`config.mk`:
```
export PLATFORM = sky130hd
export DESIGN_NAME = axis_packet_arbiter
export DESIGN_NICKNAME = d
export VERILOG_FILES = /design/src/rtl/axis_arb_pkg.sv /design/src/rtl/rr_select.sv /design/src/rtl/axis_packet_arbiter.sv
export SDC_FILE = /design/constraint.sdc
export NUM_CORES = 1
export LEC_CHECK = 0
export CAP_MARGIN = 20
export CORE_AREA = 2 2 123 125
export DETAILED_ROUTE_END_ITERATION = 12
export DIE_AREA = 0 0 125 127
export PLACE_DENSITY = 0.66
export SETUP_SLACK_MARGIN = 0.15
export SYNTH_ARGS = -nofsm -noshare
export SYNTH_HDL_FRONTEND = slang
export SYNTH_SLANG_ARGS = --single-unit
```
`constraint.sdc`:
```
create_clock -name clk -period 2.1 [get_ports clk]
set_input_delay 0.42 -clock clk [delete_from_list [all_inputs] [get_ports clk]]
set_output_delay 0.42 -clock clk [all_outputs]
set_load 0.05 [all_outputs]
```
`src/rtl/axis_arb_pkg.sv`:
```
// Shared types and constants for the AXI-Stream packet arbiter.
package axis_arb_pkg;

    typedef enum logic {
        IDLE = 1'b0,
        XFER = 1'b1
    } arb_state_t;

    localparam int C_PKT_COUNT_WIDTH = 32;

endpackage

```
`src/rtl/rr_select.sv`:
```
// Combinational round-robin pick: first set request at or after ptr_i, wrapping modulo C_NUM_REQ.
module rr_select #(
    parameter int C_NUM_REQ   = 4,
    parameter int C_IDX_WIDTH = 2
) (
    input  logic [C_NUM_REQ-1:0]   req_i,
    input  logic [C_IDX_WIDTH-1:0] ptr_i,
    output logic [C_IDX_WIDTH-1:0] idx_o,
    output logic                   found_o
);

    localparam logic [C_IDX_WIDTH:0] C_NUM_W = (C_IDX_WIDTH + 1)'(C_NUM_REQ);

    logic [C_IDX_WIDTH:0]   sum_s;
    logic [C_IDX_WIDTH-1:0] cand_s;

    // Scan offsets from farthest to nearest so the nearest requester wins last.
    always_comb begin
        idx_o   = '0;
        found_o = 1'b0;
        sum_s   = '0;
        cand_s  = '0;
        for (int off = C_NUM_REQ - 1; off >= 0; off--) begin
            sum_s   = {1'b0, ptr_i} + (C_IDX_WIDTH + 1)'(off);
            sum_s   = (sum_s >= C_NUM_W) ? (sum_s - C_NUM_W) : sum_s;
            cand_s  = sum_s[C_IDX_WIDTH-1:0];
            idx_o   = req_i[cand_s] ? cand_s : idx_o;
            found_o = found_o | req_i[cand_s];
        end
    end

endmodule

```
`src/rtl/axis_packet_arbiter.sv`:
```
// Round-robin, whole-packet AXI-Stream merger with pass-through datapath.
// Optional per-source packet counters: define AXIS_PACKET_ARBITER_PKT_COUNT_EN.
module axis_packet_arbiter
    import axis_arb_pkg::*;
#(
    parameter int C_NUM_INPUTS = 4,
    parameter int C_DATA_WIDTH = 32,
    parameter int C_USER_WIDTH = 1,
    parameter int C_IDX_WIDTH  = (C_NUM_INPUTS > 1) ? $clog2(C_NUM_INPUTS) : 1
) (
    input  logic                                 clk,
    input  logic                                 rst_n,
    input  logic [C_NUM_INPUTS*C_DATA_WIDTH-1:0] s_axis_tdata,
    input  logic [C_NUM_INPUTS*C_USER_WIDTH-1:0] s_axis_tuser,
    input  logic [C_NUM_INPUTS-1:0]              s_axis_tlast,
    input  logic [C_NUM_INPUTS-1:0]              s_axis_tvalid,
    output logic [C_NUM_INPUTS-1:0]              s_axis_tready,
    output logic [C_DATA_WIDTH-1:0]              m_axis_tdata,
    output logic [C_USER_WIDTH-1:0]              m_axis_tuser,
    output logic [C_IDX_WIDTH-1:0]               m_axis_tdest,
    output logic                                 m_axis_tlast,
    output logic                                 m_axis_tvalid,
    input  logic                                 m_axis_tready,
    output logic                                 busy,
    output logic [C_IDX_WIDTH-1:0]               grant_idx,
    output logic [C_NUM_INPUTS*32-1:0]           pkt_count
);

    localparam logic [C_IDX_WIDTH-1:0] C_LAST_IDX = C_IDX_WIDTH'(C_NUM_INPUTS - 1);

    arb_state_t             state_q, state_d;
    logic [C_IDX_WIDTH-1:0] grant_q, grant_d;
    logic [C_IDX_WIDTH-1:0] ptr_q, ptr_d;
    logic [C_IDX_WIDTH-1:0] sel_idx_s;
    logic                   sel_found_s;
    logic                   eop_s;

    rr_select #(
        .C_NUM_REQ   (C_NUM_INPUTS),
        .C_IDX_WIDTH (C_IDX_WIDTH)
    ) u_rr_select (
        .req_i   (s_axis_tvalid),
        .ptr_i   (ptr_q),
        .idx_o   (sel_idx_s),
        .found_o (sel_found_s)
    );

    // Arbitration state, grant and priority pointer registers.
    always_ff @(posedge clk) begin
        if (!rst_n) begin
            state_q <= IDLE;
            grant_q <= '0;
            ptr_q   <= '0;
        end else begin
            state_q <= state_d;
            grant_q <= grant_d;
            ptr_q   <= ptr_d;
        end
    end

    // Next-state logic and the granted-source pass-through.
    always_comb begin
        state_d       = state_q;
        grant_d       = grant_q;
        ptr_d         = ptr_q;
        eop_s         = 1'b0;
        s_axis_tready = '0;
        m_axis_tdata  = '0;
        m_axis_tuser  = '0;
        m_axis_tlast  = 1'b0;
        m_axis_tvalid = 1'b0;
        m_axis_tdest  = grant_q;
        case (state_q)
            IDLE: begin
                if (sel_found_s) begin
                    grant_d = sel_idx_s;
                    state_d = XFER;
                end else begin
                    state_d = IDLE;
                end
            end
            XFER: begin
                m_axis_tdata           = s_axis_tdata[int'(grant_q)*C_DATA_WIDTH +: C_DATA_WIDTH];
                m_axis_tuser           = s_axis_tuser[int'(grant_q)*C_USER_WIDTH +: C_USER_WIDTH];
                m_axis_tlast           = s_axis_tlast[grant_q];
                m_axis_tvalid          = s_axis_tvalid[grant_q];
                s_axis_tready[grant_q] = m_axis_tready;
                eop_s = s_axis_tvalid[grant_q] & m_axis_tready & s_axis_tlast[grant_q];
                if (eop_s) begin
                    state_d = IDLE;
                    ptr_d   = (grant_q == C_LAST_IDX) ? '0 : grant_q + C_IDX_WIDTH'(1);
                end else begin
                    state_d = XFER;
                end
            end
            default: begin
                state_d = IDLE;
            end
        endcase
    end

    assign busy      = (state_q == XFER);
    assign grant_idx = grant_q;

`ifdef AXIS_PACKET_ARBITER_PKT_COUNT_EN
    for (genvar gi = 0; gi < C_NUM_INPUTS; gi++) begin : g_cnt
        logic [C_PKT_COUNT_WIDTH-1:0] cnt_q;

        // Free-running accepted-packet counter for source gi; wraps naturally.
        always_ff @(posedge clk) begin
            if (!rst_n) begin
                cnt_q <= '0;
            end else if (eop_s && (grant_q == C_IDX_WIDTH'(gi))) begin
                cnt_q <= cnt_q + 32'd1;
            end else begin
                cnt_q <= cnt_q;
            end
        end

        assign pkt_count[gi*C_PKT_COUNT_WIDTH +: C_PKT_COUNT_WIDTH] = cnt_q;
    end
`else
    assign pkt_count = '0;
`endif

endmodule

```
==> results of run 1 <==
==> sequential cells by signal, summed over array words and instances, names as in the netlist <==
name and flops:
grant_idx 2, ptr_q 2, busy 1
==> worst max path at each step <==
| stage | endpoint | from |
|---|---|---|
| after floorplan | m_axis_tdata[3] | grant_idx[1] |
| after global placement | m_axis_tdata[1] | s_axis_tdata[97] |
| after detailed placement | m_axis_tlast | s_axis_tlast[0] |
| after CTS | m_axis_tlast | s_axis_tlast[0] |
| after global routing | m_axis_tdata[25] | grant_idx[0] |
| final | m_axis_tdata[14] | grant_idx[0] |
==> cell type report <==
cell class | instances | share of cell area, %
multi-input cells | 239 | 38.6
inverters | 3 | 0.234
well taps | 184 | 4.78
flip-flops and latches | 5 | 2.26
clock buffers | 4 | 1.64
repair buffers | 214 | 52.4
==> repair_timing <==
item                                    CTS  global route
buffers inserted                          4             8
endpoints found under the setup margin   35            38
cloned                                    2             5
pin swaps                                 0             0
resized for setup                        53            40
==> power groups by stage <==
stage / registers, µW / logic (µW) / clock network [µW]
3_3_place_gp: 114 / 1480 / 0
4_1_cts: 113 / 1590 / 316
2_1_floorplan: 123 / 1190 / 0
5_1_grt: 110 / 1750 / 320
6_report: 109 / 1680 / 314
3_5_place_dp: 114 / 1490 / 0
==> cell usage in the layout, fill, tap and decap left out, drive strengths merged, types with 3 or more instances in the layout <==
cell / n
buf: 66
dlymetal6s2s: 5
mux2i: 5
and3: 5
mux4: 34
nand2: 9
dlygate4sd2: 4
and2: 34
clkdlybuf4s50: 133
o21a: 3
clkbuf: 9
dfxtp: 5
ha: 4
nor2: 4
inv: 3
a21oi: 3
conb: 128
==> per-layer routing <==
layer | vias up | wire length, µm | global-route usage (%) | share of wire, %
met5 | - | 0 | 0 | 0
met4 | 0 | 29 | 1.24 | 0.30
met3 | 4 | 688 | 1.93 | 7.0
met2 | 149 | 5340 | 19.2 | 54
met1 | 1105 | 3760 | 12.4 | 38
li1 | 1054 | - | - | -
==> logic make-up after synthesis <==
family                     synth area share, %
adders and majority gates                 2.03
DFF                                       4.07
and+or+nand+nor                           13.4
other                                    0.152
AOI/OAI and AO/OA                         2.75
buffers and inverters                     43.9
muxes                                     33.6
==> cells in the mapped netlist, drive strengths merged <==
library cell | n | area, µm²
nor3b | 1 | 7.51
and2 | 34 | 213
o21a | 3 | 22.5
dfxtp | 5 | 100
nand3 | 1 | 5.00
clkbuf | 4 | 15.0
o22ai | 1 | 6.26
o221ai | 1 | 8.76
nor2 | 4 | 15.0
inv | 3 | 11.3
a21oi | 3 | 15.0
mux4 | 34 | 777
nor4 | 2 | 12.5
nand2b | 1 | 6.26
a21boi | 2 | 15.0
or2 | 1 | 6.26
nand2 | 9 | 33.8
conb | 1 | 3.75
buf | 138 | 1050
and3 | 5 | 31.3
mux2i | 5 | 50.1
ha | 4 | 50.1
==> critical path, delay by kind of cell (launching register included) <==
family,cells,cell delay (ps)
AND/OR/NAND/NOR,1,180
flip-flops,1,380
multiplexers,1,510
buffers and inverters,3,400
==> through the flow <==
| step | instance area, µm² | TNS (ps) |
|---|---|---|
| 2_1_floorplan | 2990 | 0 |
| 3_3_place_gp | 4140 | -149 |
| 3_5_place_dp | 4140 | -154 |
| 4_1_cts | 4480 | -550 |
| 5_1_grt | 4810 | -1340 |
| 6_report | 4810 | -274 |
==> results.ini, run 1 <==
[run_status]
outcome = finished, violations left
violations = negative setup slack

[layout]
syn_to_final_growth_pct = 95.6
multi_input_area_mm2 = 0.00186
fin_nets = 613
fin_util_pct = 33.4
seqCellArea_um2 = 109
num_antenna_cells = 0
drive_above_1_share_pct = 32.3
stdcell_count = 649
n_fill_cell = 1489

[detailed_routing]
drtIter0Drc = 37
num_vias = 2312
vias_per_cell = 3.56
post-route-drc-count = 0
first_pass_iters = 4
wirelength_mm = 9.82
antenna_left = 0
wl_per_cell_um = 15.1

[placed_design]
dp_cells = 626
dp_hpwl_mm = 7.30
port-buffer-count = 186
pre_cts_ws_ps = -60.5
routabilityCongestion = 0.726

[timing]
fmax_mhz = 471
maxSlewViolCount = 0
setup_viol = 22
hold_viol = 0
holdWs_ps = 497
post-route-period-util_pct = 101
fin_ws_ps = -23.5
rsz0062_at_grt = true
fin_worst_skew_ps = 0.301
period_minus_slack_ps = 2120

[power_and_ir_drop]
peakVddDrop_v = 0.000288
comb_power_share_pct = 79.8
clkPwrFrac_pct = 15.0
total_power_uw = 2100
p_seq_share_pct = 5.2
leakagePower_uw = 0.00210
powerDensity_mw_per_mm2 = 437
p_sw_uw = 1060
switching_share_pct = 50.7
internal-power_uw = 1040

[grt]
grt_use_total_pct = 10.2
grt_pass1_wl_mm = 12.8
grt_overflow_total = 0
antenna_found_initial = 0
grt_pass1_vias = 2215
grt_max_degree = 44

[worst_hold_path]
min_to = ptr_q[0]
min-delay-start = ptr_q[0]
worstHoldPathType = register to register
hold_depth = 2

[critical_path]
crit_chain = buf_12, buf_12, mux4_2, and2_4, buf_6
crit_top_cell = buf_12
crit_path_end_kind = primary output
path_max_fanout = 5
r2r-start = grant_idx[0]
critPathLaunchType = register
crit_required_ps = 1680
rr_endpoint = ptr_q[0]
slowest_delay_ps = 510
path_class = register to primary output
crit_arrival_ps = 1700
r2r_setup_slack_ps = 320
worstRegToRegCells = 7
slowest_stage = mux4_2

[cts]
cts_root_buffer = clkbuf_16
cts_buffer_depth = 2
htree_levels = 1
clkTransAtPathRegs_ps = 30
cts_tree = built
worstSkewPairLatency_ps = 230
cts.sinks = 5
cts-buffers-inserted = 3
ctsHoldBuffers = 0

[logic_synthesis]
ys_types = 26
synthCells = 262
avgSynthCellArea_um2 = 9.39
syn_area_mm2 = 0.00246
ys_warn_count = 0
seq_area_frac_synth_pct = 4.07
synth_seq_cells = 5

[floorplan]
ios = 315
initial_core_util_pct = 17.1
die_h_um = 127
die_area_mm2 = 0.0159
design.core.area_mm2 = 0.0144
placementRows = 44
die_width_um = 125

[flow_run]
drv_cap = 0

(Power assumes the default switching activity.)
==> run 2, diff against run 1 <==
Settings changed: CORE_AREA 2 2 123 125 to 2 2 122 124, DIE_AREA 0 0 125 127 to 0 0 124 126, PLACE_DENSITY 0.66 to 0.67, SYNTH_HIERARCHICAL set to 1.
==> results.ini, run 2 <==
[run_status]
outcome = finished, violations left
violations = negative setup slack

[cts]
cts_tree = built
worstSkewPairLatency_ps = 230
cts.sinks = 5
clkTransAtPathRegs_ps = 30
cts_buffer_depth = 2
cts-buffers-inserted = 3
cts_root_buffer = clkbuf_16
htree_levels = 1

[logic_synthesis]
yosysMostFrequentCell = buf_4
seq_area_frac_synth_pct = 4.02
ys_warn_count = 6
synth_ff_type = dfxtp_1
yosys.area.top_type = buf_4
synthCells = 265
synth_top_area_share_pct = 39.2
synth_seq_cells = 5
avgSynthCellArea_um2 = 9.39
synth_common_cells = 130 x buf_4, 34 x and2_1, 28 x mux4_2
async_reset_ff_share_pct = 0
synth-edff-count = 0
syn_area_mm2 = 0.00249
ys_types = 26
netlist_top_cells_area = buf_4 39%, mux4_2 25%, and2_1 8.6%

[timing]
setup_viol = 4
fin_worst_skew_ps = 3.68
maxSlewViolCount = 0
period_minus_slack_ps = 2130
post-route-period-util_pct = 101
rsz0062_at_grt = true
fmax_mhz = 470
fin_ws_ps = -27.9
hold_viol = 0

[critical_path]
slowest_stage = clkdlybuf4s50_1
slowest_delay_ps = 470
crit_arrival_ps = 1710
path_max_fanout = 1
crit_required_ps = 1680
crit_path_end_kind = primary output
critPathLaunchType = primary input
path_class = primary input to primary output
crit_chain = clkdlybuf4s50_1, mux4_2, and2_4, buf_4

[detailed_routing]
drtIter0Drc = 77
wirelength_mm = 9.40
post-route-drc-count = 0
antenna_left = 0
vias_per_cell = 3.61
wl_per_cell_um = 14.6
first_pass_iters = 4
num_vias = 2329

[layout]
fin_nets = 608
fin_util_pct = 32.4
syn_to_final_growth_pct = 86.6
drive_above_1_share_pct = 33.3
final_common_cell = clkdlybuf4s50_1
n_fill_cell = 1486
layout_common_cells = 133 x clkdlybuf4s50_1, 128 x conb_1, 34 x mux4_2

[power_and_ir_drop]
powerDensity_mw_per_mm2 = 432
clkPwrFrac_pct = 15.7
peakVddDrop_v = 0.000319
comb_power_share_pct = 78.9
p_sw_uw = 1040
internal-power_uw = 968
switching_share_pct = 51.7
p_seq_share_pct = 5.4
leakagePower_uw = 0.00199

[floorplan]
die_width_um = 124
initial_core_util_pct = 17.4
die_h_um = 126
ios = 315
die_area_mm2 = 0.0156
placementRows = 44
design.core.area_mm2 = 0.0143

[grt]
grt_max_degree = 44
antenna_found_initial = 0
grt_pass1_wl_mm = 12.6
grt_pass1_vias = 2150
grt_overflow_total = 0
grt_use_total_pct = 10.7

[flow_run]
drv_cap = 0

[placed_design]
pre_cts_ws_ps = -169
dp_hpwl_mm = 7.94
port-buffer-count = 186
routabilityCongestion = 0.813

[worst_hold_path]
worstHoldPathType = register to register

==> run 2: kinds of logic (layout without fill, tap and decap cells) <==
kind of cell,Yosys count,count (layout),synth area share [%]
simple gates,59,59,13.4
mux,38,38,33.3
compound gates,11,11,3.02
fa+ha+maj,4,4,2.01
other cells,1,129,0.151
flops,5,5,4.02
buf+inv,147,215,44.1
==> run 2: timing repair <==
| action | 4_1_cts | 5_1_grt |
|---|---|---|
| hold endpoints to repair | 0 | 0 |
| hold buffers | 0 | 0 |
| resized for setup | 55 | 42 |
| endpoints found under the setup margin | 39 | 39 |
| pin swaps | 0 | 3 |
| buffers inserted | 4 | 5 |
==> run 2: metal layers <==
| layer | global-route usage (%) | share of wire, % |
|---|---|---|
| met3 | 2.90 | 9.8 |
| met4 | 1.45 | 0.62 |
| met1 | 14.0 | 39 |
| met2 | 18.1 | 50 |
| met5 | 0 | 0 |
==> run 2: cell type report <==
cell class | count | area (µm²) | share of cell area, %
Antenna cell | 1 | 2.50 | 0.0539
Clock buffer | 4 | 78.8 | 1.70
Inverter | 5 | 26.3 | 0.566
Multi-Input combinational cell | 240 | 1920 | 41.3
Sequential cell | 5 | 109 | 2.35
Tap cell | 184 | 230 | 4.96
Timing Repair Buffer | 206 | 2280 | 49.0
==> run 2: per-stage QoR <==
stage	power [µW]	instances	TNS (ps)	cell area (µm²)	hold WS, ps
2_1_floorplan	1300	392	0	3040	446
3_3_place_gp	1570	631	-477	4190	469
3_5_place_dp	1580	631	-588	4190	493
4_1_cts	1960	639	-684	4450	498
5_1_grt	2090	644	-1180	4640	539
6_report	2000	645	-72.9	4640	494
==> run 2: worst paths after layout <==
| path | cells past startpoint | endpoint | startpoint | slack [ps] |
|---|---|---|---|---|
| setup reg to reg | 5 | ptr_q[0] | grant_idx[0] | 480 |
| hold reg to reg | 2 | ptr_q[0] | ptr_q[0] | 490 |
| hold / removal | 2 | ptr_q[0] | ptr_q[0] | 490 |
| setup / recovery | 4 | m_axis_tdata[17] | s_axis_tdata[17] | -30 |
==> run 2: power groups by stage <==
| stage | clock network [µW] | logic (µW) | registers (µW) |
|---|---|---|---|
| after floorplan | 0 | 1180 | 118 |
| after global placement | 0 | 1460 | 113 |
| after detailed placement | 0 | 1460 | 114 |
| after CTS | 321 | 1530 | 108 |
| after global routing | 330 | 1650 | 109 |
| final | 315 | 1580 | 108 |
==> run 2: critical path, delay by kind of cell <==
kind                   cells  cell delay, ps
buffers and inverters      2             650
and+or+nand+nor            1             160
muxes                      1             470
